<file path="src/rtl/imem_word_reader_pkg.sv">
// Shared types and helpers for the instruction-memory word readback path.
package imem_word_reader_pkg;

  localparam int unsigned BYTE_W         = 8;
  localparam int unsigned BYTES_PER_WORD = 4;
  localparam int unsigned WORD_W         = BYTE_W * BYTES_PER_WORD;
  localparam int unsigned LANE_W         = 2;

  typedef enum logic [2:0] {
    ST_IDLE,
    ST_ISSUE,
    ST_DRAIN,
    ST_PRESENT,
    ST_DONE
  } state_e;

  // Little-endian lane to bit offset: byte k of a word lives at bits [8k+7:8k].
  function automatic logic [4:0] lane_lsb(input logic [LANE_W-1:0] lane);
    return {lane, 3'b000};
  endfunction

endpackage

</file>
<file path="src/rtl/imem_word_reader_if.sv">
// Control, byte-memory and word-stream signals of the word reader.
interface imem_word_reader_if #(
  parameter int unsigned ADDR_W = 32,
  parameter int unsigned CNT_W  = 16
);

  logic              start;
  logic [ADDR_W-1:0] base_addr;
  logic [CNT_W-1:0]  word_count;
  logic              mem_rd_en;
  logic [ADDR_W-1:0] mem_addr;
  logic [7:0]        mem_rdata;
  logic              out_valid;
  logic              out_ready;
  logic [31:0]       out_data;
  logic [ADDR_W-1:0] out_addr;
  logic              busy;
  logic              done;

  modport master (
    input  start, base_addr, word_count, mem_rdata, out_ready,
    output mem_rd_en, mem_addr, out_valid, out_data, out_addr, busy, done
  );

  modport slave (
    output start, base_addr, word_count, mem_rdata, out_ready,
    input  mem_rd_en, mem_addr, out_valid, out_data, out_addr, busy, done
  );

endinterface

</file>
<file path="src/rtl/imem_word_reader_le_word_assembler.sv">
// Collects four returned bytes into a little-endian 32-bit word.
module le_word_assembler
  import imem_word_reader_pkg::*;
(
  input  logic              clk,
  input  logic              rst_n,
  input  logic              clr,
  input  logic              cap,
  input  logic [BYTE_W-1:0] byte_in,
  output logic [WORD_W-1:0] word
);

  logic [LANE_W-1:0] lane;

  // Clear at the start of each word, then insert bytes lane 0..3 in order.
  always_ff @(posedge clk or negedge rst_n) begin
    if (!rst_n) begin
      lane <= '0;
      word <= '0;
    end else if (clr) begin
      lane <= '0;
      word <= '0;
    end else if (cap) begin
      word[lane_lsb(lane) +: BYTE_W] <= byte_in;
      lane <= lane + LANE_W'(1);
    end
  end

endmodule

</file>
<file path="src/rtl/imem_word_reader.sv">
// Reads a byte-addressed instruction memory range back as a 32-bit word stream.
module imem_word_reader
  import imem_word_reader_pkg::*;
#(
  parameter int unsigned ADDR_W = 32,
  parameter int unsigned CNT_W  = 16
) (
  input  logic                clk,
  input  logic                rst_n,
  imem_word_reader_if.master  bus
);

  state_e            state;
  logic [ADDR_W-1:0] cur;
  logic [CNT_W-1:0]  remaining;
  logic [LANE_W-1:0] issue_cnt;
  logic              rd_pend;
  logic              clr_c;
  logic [WORD_W-1:0] asm_word;

  // A new word begins whenever the FSM heads into ISSUE.
  assign clr_c = ((state == ST_IDLE) && bus.start && (bus.word_count != '0)) ||
                 ((state == ST_PRESENT) && bus.out_ready);

  // Controller: byte issue, drain of the last read, word handshake and completion.
  always_ff @(posedge clk or negedge rst_n) begin
    if (!rst_n) begin
      state         <= ST_IDLE;
      cur           <= '0;
      remaining     <= '0;
      issue_cnt     <= '0;
      rd_pend       <= 1'b0;
      bus.mem_rd_en <= 1'b0;
      bus.mem_addr  <= '0;
      bus.out_valid <= 1'b0;
      bus.out_addr  <= '0;
      bus.busy      <= 1'b0;
      bus.done      <= 1'b0;
    end else begin
      bus.done <= 1'b0;
      rd_pend  <= bus.mem_rd_en;
      case (state)
        ST_IDLE: begin
          if (bus.start) begin
            if (bus.word_count != '0) begin
              cur           <= bus.base_addr;
              remaining     <= bus.word_count;
              issue_cnt     <= '0;
              bus.mem_rd_en <= 1'b1;
              bus.mem_addr  <= bus.base_addr;
              bus.busy      <= 1'b1;
              state         <= ST_ISSUE;
            end else begin
              bus.done <= 1'b1;
              state    <= ST_DONE;
            end
          end
        end
        ST_ISSUE: begin
          if (issue_cnt == LANE_W'(BYTES_PER_WORD - 1)) begin
            bus.mem_rd_en <= 1'b0;
            state         <= ST_DRAIN;
          end else begin
            issue_cnt    <= issue_cnt + LANE_W'(1);
            bus.mem_addr <= bus.mem_addr + ADDR_W'(1);
          end
        end
        ST_DRAIN: begin
          bus.out_valid <= 1'b1;
          bus.out_addr  <= cur;
          state         <= ST_PRESENT;
        end
        ST_PRESENT: begin
          if (bus.out_ready) begin
            bus.out_valid <= 1'b0;
            cur           <= cur + ADDR_W'(BYTES_PER_WORD);
            remaining     <= remaining - CNT_W'(1);
            if (remaining == CNT_W'(1)) begin
              bus.busy <= 1'b0;
              bus.done <= 1'b1;
              state    <= ST_DONE;
            end else begin
              issue_cnt     <= '0;
              bus.mem_rd_en <= 1'b1;
              bus.mem_addr  <= cur + ADDR_W'(BYTES_PER_WORD);
              state         <= ST_ISSUE;
            end
          end
        end
        ST_DONE: begin
          state <= ST_IDLE;
        end
        default: begin
          state <= ST_IDLE;
        end
      endcase
    end
  end

  le_word_assembler u_asm (
    .clk     (clk),
    .rst_n   (rst_n),
    .clr     (clr_c),
    .cap     (rd_pend),
    .byte_in (bus.mem_rdata),
    .word    (asm_word)
  );

  assign bus.out_data = asm_word;

endmodule

</file>
<file path="src/flat_wrapper.sv">
// flat-port wrapper written by rule: the top's interface ports become plain ports
module imem_word_reader_flat import imem_word_reader_pkg::*;
#(
  parameter int unsigned ADDR_W = 32,
  parameter int unsigned CNT_W  = 16
)
  (clk, rst_n, bus_start, bus_base_addr, bus_word_count, bus_mem_rdata, bus_out_ready, bus_mem_rd_en, bus_mem_addr, bus_out_valid, bus_out_data, bus_out_addr, bus_busy, bus_done);
  imem_word_reader_if #(.ADDR_W(ADDR_W), .CNT_W(CNT_W)) bus_i ();
  input  logic clk;
  input  logic rst_n;
  input wire logic [$bits(bus_i.start)-1:0] bus_start;
  input wire logic [$bits(bus_i.base_addr)-1:0] bus_base_addr;
  input wire logic [$bits(bus_i.word_count)-1:0] bus_word_count;
  input wire logic [$bits(bus_i.mem_rdata)-1:0] bus_mem_rdata;
  input wire logic [$bits(bus_i.out_ready)-1:0] bus_out_ready;
  output wire logic [$bits(bus_i.mem_rd_en)-1:0] bus_mem_rd_en;
  output wire logic [$bits(bus_i.mem_addr)-1:0] bus_mem_addr;
  output wire logic [$bits(bus_i.out_valid)-1:0] bus_out_valid;
  output wire logic [$bits(bus_i.out_data)-1:0] bus_out_data;
  output wire logic [$bits(bus_i.out_addr)-1:0] bus_out_addr;
  output wire logic [$bits(bus_i.busy)-1:0] bus_busy;
  output wire logic [$bits(bus_i.done)-1:0] bus_done;
  assign bus_i.start = bus_start;
  assign bus_i.base_addr = bus_base_addr;
  assign bus_i.word_count = bus_word_count;
  assign bus_i.mem_rdata = bus_mem_rdata;
  assign bus_i.out_ready = bus_out_ready;
  assign bus_mem_rd_en = bus_i.mem_rd_en;
  assign bus_mem_addr = bus_i.mem_addr;
  assign bus_out_valid = bus_i.out_valid;
  assign bus_out_data = bus_i.out_data;
  assign bus_out_addr = bus_i.out_addr;
  assign bus_busy = bus_i.busy;
  assign bus_done = bus_i.done;
  imem_word_reader #(.ADDR_W(ADDR_W), .CNT_W(CNT_W)) u_core (.clk(clk), .rst_n(rst_n), .bus(bus_i));
endmodule
</file>
<file path="config.mk">
export PLATFORM = sky130hd
export DESIGN_NAME = imem_word_reader_flat
export DESIGN_NICKNAME = d
export VERILOG_FILES = /design/src/rtl/imem_word_reader_pkg.sv /design/src/rtl/imem_word_reader_if.sv /design/src/rtl/imem_word_reader_le_word_assembler.sv /design/src/rtl/imem_word_reader.sv /design/src/flat_wrapper.sv
export SDC_FILE = /design/constraint.sdc
export NUM_CORES = 1
export LEC_CHECK = 0
export CAP_MARGIN = 25
export CELL_PAD_IN_SITES_DETAIL_PLACEMENT = 1
export CELL_PAD_IN_SITES_GLOBAL_PLACEMENT = 2
export CORE_ASPECT_RATIO = 2
export CORE_UTILIZATION = 32
export DETAILED_ROUTE_END_ITERATION = 8
export PLACE_DENSITY = 0.91
export SLEW_MARGIN = 20
export SYNTH_ARGS = -nofsm -noshare
export SYNTH_HDL_FRONTEND = slang
export SYNTH_SLANG_ARGS = --single-unit
export TNS_END_PERCENT = 50
</file>
<file path="constraint.sdc">
create_clock -name clk -period 2.9 [get_ports clk]
set_input_delay 0.435 -clock clk [delete_from_list [all_inputs] [get_ports clk]]
set_output_delay 0.435 -clock clk [all_outputs]
set_load 0.005 [all_outputs]
</file>
== After elaboration in Yosys (flattened, before gate mapping) ==
Index checks and enable logic that the tools add are counted.
Widths: inputs -> output; s select.

* Bitwise logic cells: 0
* Mux-type cells: 45
* Magnitude comparators: 0
* Equality and inequality tests: 12
* Add/subtract/negate cells: 6
* Reductions and logical operators: 16
* Multiply operators: 0
* Div/mod/pow operators: 0
* Shift operators: 2

{| class="wikitable"
|+ Operator list
! kind !! number
|-
| $mux 32 || 8
|-
| $pmux 32 s3 || 1
|-
| $pmux 32 s2 || 1
|-
| $mux 16 || 3
|-
| $add 32x1->32 const B || 1
|-
| $add 32x3->32 const B || 1
|-
| $bwmux 32 || 1
|-
| $pmux 16 s2 || 1
|-
| $shift 8x7->32 const A || 1
|-
| $shiftx 8x7->32 || 1
|-
| $eq 16x1->1 const B || 1
|-
| $reduce_bool 16->1 || 1
|-
| $sub 16x1->16 const B || 1
|-
| $mux 3 || 5
|-
| $mux 2 || 7
|-
| $mux 1 || 12
|-
| $ne 2x2->1 const B || 6
|-
| $pmux 3 s4 || 1
|-
| $reduce_and 6->1 || 2
|-
| $neg 5->7 || 1
|-
| $eq 3x2->1 const B || 2
|-
| $pmux 1 s2 || 3
|-
| $pmux 2 s3 || 1
|-
| $reduce_bool 2->1 || 3
|-
| other kinds (13) || 16
|}

* Output and inout port bits: 100
* Register bits: 156
* Input port bits: 60
* Latch bits: 0
* RAM bits: 0
* Memories kept: 0
* Bits in read-only memories: 0
* Word-level logic and storage cells: 94

== Longest topological paths before layout ==
* Word-level depth: 5
* Depth in mapped cells: 11
* Depth with buffers taken out: 8

== By module ==
A second synthesis with hierarchy kept.

* Cell total of the unflattened synthesis: 934
* Area total of the unflattened synthesis: 8730.9 um^2

{| class="wikitable"
|+ Modules (own cells, without submodules)
! module !! times used !! cells each !! area an instance (um^2) !! sequential area each (um^2)
|-
| imem_word_reader || 1 || 829 || 7283.2 || 3052.9
|-
| le_word_assembler || 1 || 105 || 1447.6 || 850.8
|}

== Worst setup path after synthesis ==
OpenSTA, ideal clock, no wires.

* Path type: reg-to-reg
* Start: register u_core.cur[2]
* End: register u_core.bus.mem_addr[26]
* Cell stages (with the launch flop): 9
* Path buffers: 1
* Data required time: 2.779 ns
* Data arrival time: 1.956 ns
* Library setup time: 0.121 ns
* Clock period less this slack: 2.077 ns
* Path slack: 0.823 ns
* Path through: dfrtp_1 -> ha_1 -> nand3_2 -> or2_2 -> buf_6 -> nor4_4 -> xnor2_1 -> o221ai_1 -> a22o_1

* Longest elaborated chain between the ends: 4

{| class="wikitable"
|+ RTL lines
! element !! RTL line !! source
|-
| start: declaration || imem_word_reader.sv:14 || <nowiki>logic [ADDR_W-1:0] cur;</nowiki>
|-
| start signal: assignment || imem_word_reader.sv:46 || <nowiki>cur <= bus.base_addr;</nowiki>
|-
| start signal: assignment || imem_word_reader.sv:76 || <nowiki>cur <= cur + ADDR_W'(BYTES_PER_WORD);</nowiki>
|-
| $add 32x3->32 || imem_word_reader.sv:85 || <nowiki>bus.mem_addr <= cur + ADDR_W'(BYTES_PER_WORD);</nowiki>
|-
| $mux 32 || imem_word_reader.sv:78 || <nowiki>if (remaining == CNT_W'(1)) begin</nowiki>
|-
| $mux 32 || imem_word_reader.sv:74 || <nowiki>if (bus.out_ready) begin</nowiki>
|-
| $pmux 32 s3 || imem_word_reader.sv:42 || <nowiki>case (state)</nowiki>
|-
| end signal: assignment || imem_word_reader.sv:50 || <nowiki>bus.mem_addr <= bus.base_addr;</nowiki>
|-
| end signal: assignment || imem_word_reader.sv:65 || <nowiki>bus.mem_addr <= bus.mem_addr + ADDR_W'(1);</nowiki>
|-
| end signal: assignment || imem_word_reader.sv:85 ||
|-
| end: declaration || imem_word_reader_if.sv:22 || <nowiki>output mem_rd_en, mem_addr, out_valid, out_data, out_addr, busy, done</nowiki>
|}

No other way between the ends. The select of a mux whose other input is x is not followed.
A chain may end at the register's enable or synchronous reset.

== Worst setup path after layout ==
* Start: register u_core.bus.mem_addr[0]
* End: register u_core.bus.mem_addr[30]

* Longest elaborated chain between the ends: 3

{| class="wikitable"
|+ RTL lines
! element !! RTL line !! source
|-
| $add 32x1->32 || imem_word_reader.sv:65 ||
|-
| $mux 32 || imem_word_reader.sv:60 || <nowiki>if (issue_cnt == LANE_W'(BYTES_PER_WORD - 1)) begin</nowiki>
|-
| $pmux 32 s3 || imem_word_reader.sv:42 ||
|}

No other way between the ends. The select of a mux whose other input is x is not followed.

==> reports/metrics.csv <==
metric,value,unit
syn-cell-area,0.00865,mm²
clockBufferDepth,2,
gp_congestion,0.842,
post-cts-setup-buffers,0,
pwr-share-seq,33.0,%
reg2reg_from,u_core.bus.mem_addr[0],
hp-class,flip-flop to flip-flop,
dieWidth,118,µm
ios,160,
dr.pass1.iters,5,
finClkSkew,0.00965,ns
p_leak,4.61,nW
htreeDepth,4,
vdd_drop_max,0.480,mV
worstPathArrival,2.89,ns
antenna_found_initial,0,
setup_viol,0,
fin_nets,1186,
ys_top_cells_by_area,"dfrtp_1, a21oi_1, nor2_1",
fmax,398,MHz
dp_hpwl,23400,µm
async_reset_ff_share,100,%
fin_tns_setup,0,ns
synth.ff_latch_count,156,
power_switching,5.66,mW
synth_cell_types,68,
max_slew_margin,49.2,%
p_per_area,1160,mW/mm²
finalCriticalPeriod,2.52,ns
core_area,0.0264,mm²
cts_tree,done,
outcome,"finished, final reports clean",
met3_usage,3.56,%
fin_crit_sh,86.7,%
dieArea,0.0277,mm²
vias_per_cell,5.70,
start_util,32.8,%
ys_dominant_reg_cell,dfrtp_1,
netlist.area_leader.share,45.1,%
dpl_cell_area,0.0109,mm²
grt_pass1_vias,8931,
rsz0062_at_grt,false,
yosysSeqAreaShare,45.1,%
diodes,0,
crit_required,3.27,ns
wl_per_cell,21.2,µm
drive_gt1_share,10.9,%
core.rowCount,84,
drc,0,
synth_edf_count,0,
synth_nets,1028,
syn_avg_cell_area,9.03,µm²
path_class,flip-flop to flip-flop,
start_kind,flip-flop,
syn_to_final_growth,32.5,%
slew_viol_final,0,
ys_warn_count,0,
die-height,235,µm
clockPowerShare,17.6,%
worst_setup_path_end_kind,flip-flop,
portBuffers,159,
syn_inst,958,
swShare,42.4,%
cts_root_buffer,clkbuf_16,
power_frac_comb,49.4,%
num_vias,8400,
drt-total-wl,31300,µm
overflow,0,
grt.met2_usage,42.4,%
cts.sinks,156,
grt_pass1_wl,49400,µm
grt_use_met1,24.6,%
ant_nets,0,
drv_cap,0,
holdCritStartpoint,u_core.bus.busy,
clk_latency,0.44,ns
synth.largest_area_cell,dfrtp_1,
cts-buffers-inserted,17,
p_int,7.67,mW
track_usage,23.1,%
crit_fanout,7,
fillerInstances,3013,
fin_area,0.0115,mm²
path_clk_slew,0.06,ns
crit_start,u_core.bus.mem_addr[0],
grt_max_degree,89,
drt_iter0_drc,435,
worstMarginPinSlew,0.761,ns
busiest_layer,met2,
hold_viol,0,
==> power groups by stage <==
stage          Combinational, mW  Clock [mW]  Sequential [mW]
2_1_floorplan               3.75           0             4.03
3_3_place_gp                6.39           0             4.35
3_5_place_dp                6.57           0             4.42
4_1_cts                     6.63        2.40             4.39
5_1_grt                     7.22        2.46             4.56
6_report                    6.59        2.34             4.40
==> worst max-delay path, stage by stage, from the launching register on <==
cell       delay [ns]
dfrtp_1          0.48
ha_1             0.28
and3_1           0.30
nand4_1          0.28
or4_1            0.64
o31ai_1          0.25
a21oi_1          0.07
o2bb2ai_1        0.14
==> metal layers <==
metal,vias up,wire [µm]
met5,-,0
met4,0,1690
met3,92,1120
met2,260,16700
met1,4210,11800
li1,3838,-
==> Yosys cell counts (8+ instances only) <==
library cell / n
o31ai_1: 8
ha_1: 10
nand2_1: 88
nand4_1: 21
nand3_1: 30
and3_1: 10
o22ai_1: 18
a31oi_1: 12
dfrtp_1: 156
a211oi_1: 10
a21oi_1: 84
nor4_1: 11
a22oi_1: 39
buf_2: 21
xor2_1: 11
o21ai_0: 80
clkbuf_1: 34
nor3_1: 27
xnor2_1: 17
mux2_2: 35
nor2_1: 110
inv_1: 18
==> registers in the layout, indices dropped and copies added, names as in the netlist, 2 cells and up <==
name                 cells
u_core.cur              32
u_core.remaining        16
u_core.bus.out_addr     32
u_core.issue_cnt         2
u_core.u_asm.lane        2
u_core.state             3
u_core.bus.mem_addr     32
u_core.u_asm.word       32
==> cells in the final DEF, fill, tap and decap left out, types with 4 or more instances in the layout <==
master,instances
clkdlybuf4s50_1,158
dfrtp_1,156
nor2_1,109
nand2_1,88
a21oi_1,84
o21ai_0,80
a22oi_1,39
mux2_2,35
buf_4,32
nand3_1,30
nor3_1,27
nand4_1,21
inv_1,18
o22ai_1,18
xnor2_1,17
clkbuf_16,17
a31oi_1,12
nor4_1,11
xor2_1,11
a211oi_1,10
and3_1,10
ha_1,10
buf_12,9
o31ai_1,8
and4_1,7
nand2b_1,6
a22o_1,6
a221oi_1,6
nor4b_1,5
and2_1,5
o2bb2ai_1,5
o22a_1,5
mux2i_1,5
inv_6,4
==> area by class of cell <==
| class | instances | area (µm²) | area share [%] |
|---|---|---|---|
| well taps | 344 | 430 | 3.76 |
| clock inverters | 12 | 161 | 1.41 |
| repair buffers | 201 | 2020 | 17.7 |
| flip-flops and latches | 156 | 3900 | 34.1 |
| inverters | 18 | 67.6 | 0.590 |
| multi-input cells | 722 | 4440 | 38.7 |
| clock buffers | 20 | 437 | 3.81 |
==> worst paths after layout <==
kind                                                end  slack, ns  cells past startpoint
worst max-delay path            u_core.bus.mem_addr[30]       0.38                      7
worst min-delay path                    u_core.bus.busy       0.49                      2
worst max register to register  u_core.bus.mem_addr[30]       0.38                      7
worst min register to register          u_core.bus.busy       0.49                      2
max in group asynchronous         u_core.u_asm.word[20]       1.54                      3
min in group asynchronous           u_core.remaining[7]       0.50                      2
==> what timing repair did <==
action,CTS,global route
setup endpoints to repair,0,0
hold buffers,1,0
gates resized for setup,0,0
hold endpoints to repair,52,0
==> metrics by stage <==
stage	cells	worst slack, ns	hold WS (ns)	util, %	power, mW
6_report	1473	0.384	0.491	43.4	13.3
4_1_cts	1473	0.372	0.492	43.4	13.4
5_1_grt	1473	0.260	0.518	43.4	14.2
2_1_floorplan	958	0.823	0.139	-	7.78
3_5_place_dp	1440	0.258	0.425	41.1	11.0
3_3_place_gp	1440	0.313	0.425	41.1	10.7
==> cell families after synthesis <==
group / synth area share, %
buffers and inverters: 3.95
and+or+nand+nor: 20.3
adders and majority gates: 1.45
xor gates and xnor gates: 2.83
AOI/OAI and AO/OA: 21.2
muxes: 5.13
DFF: 45.1
Power figures use the tool's default switching activity.
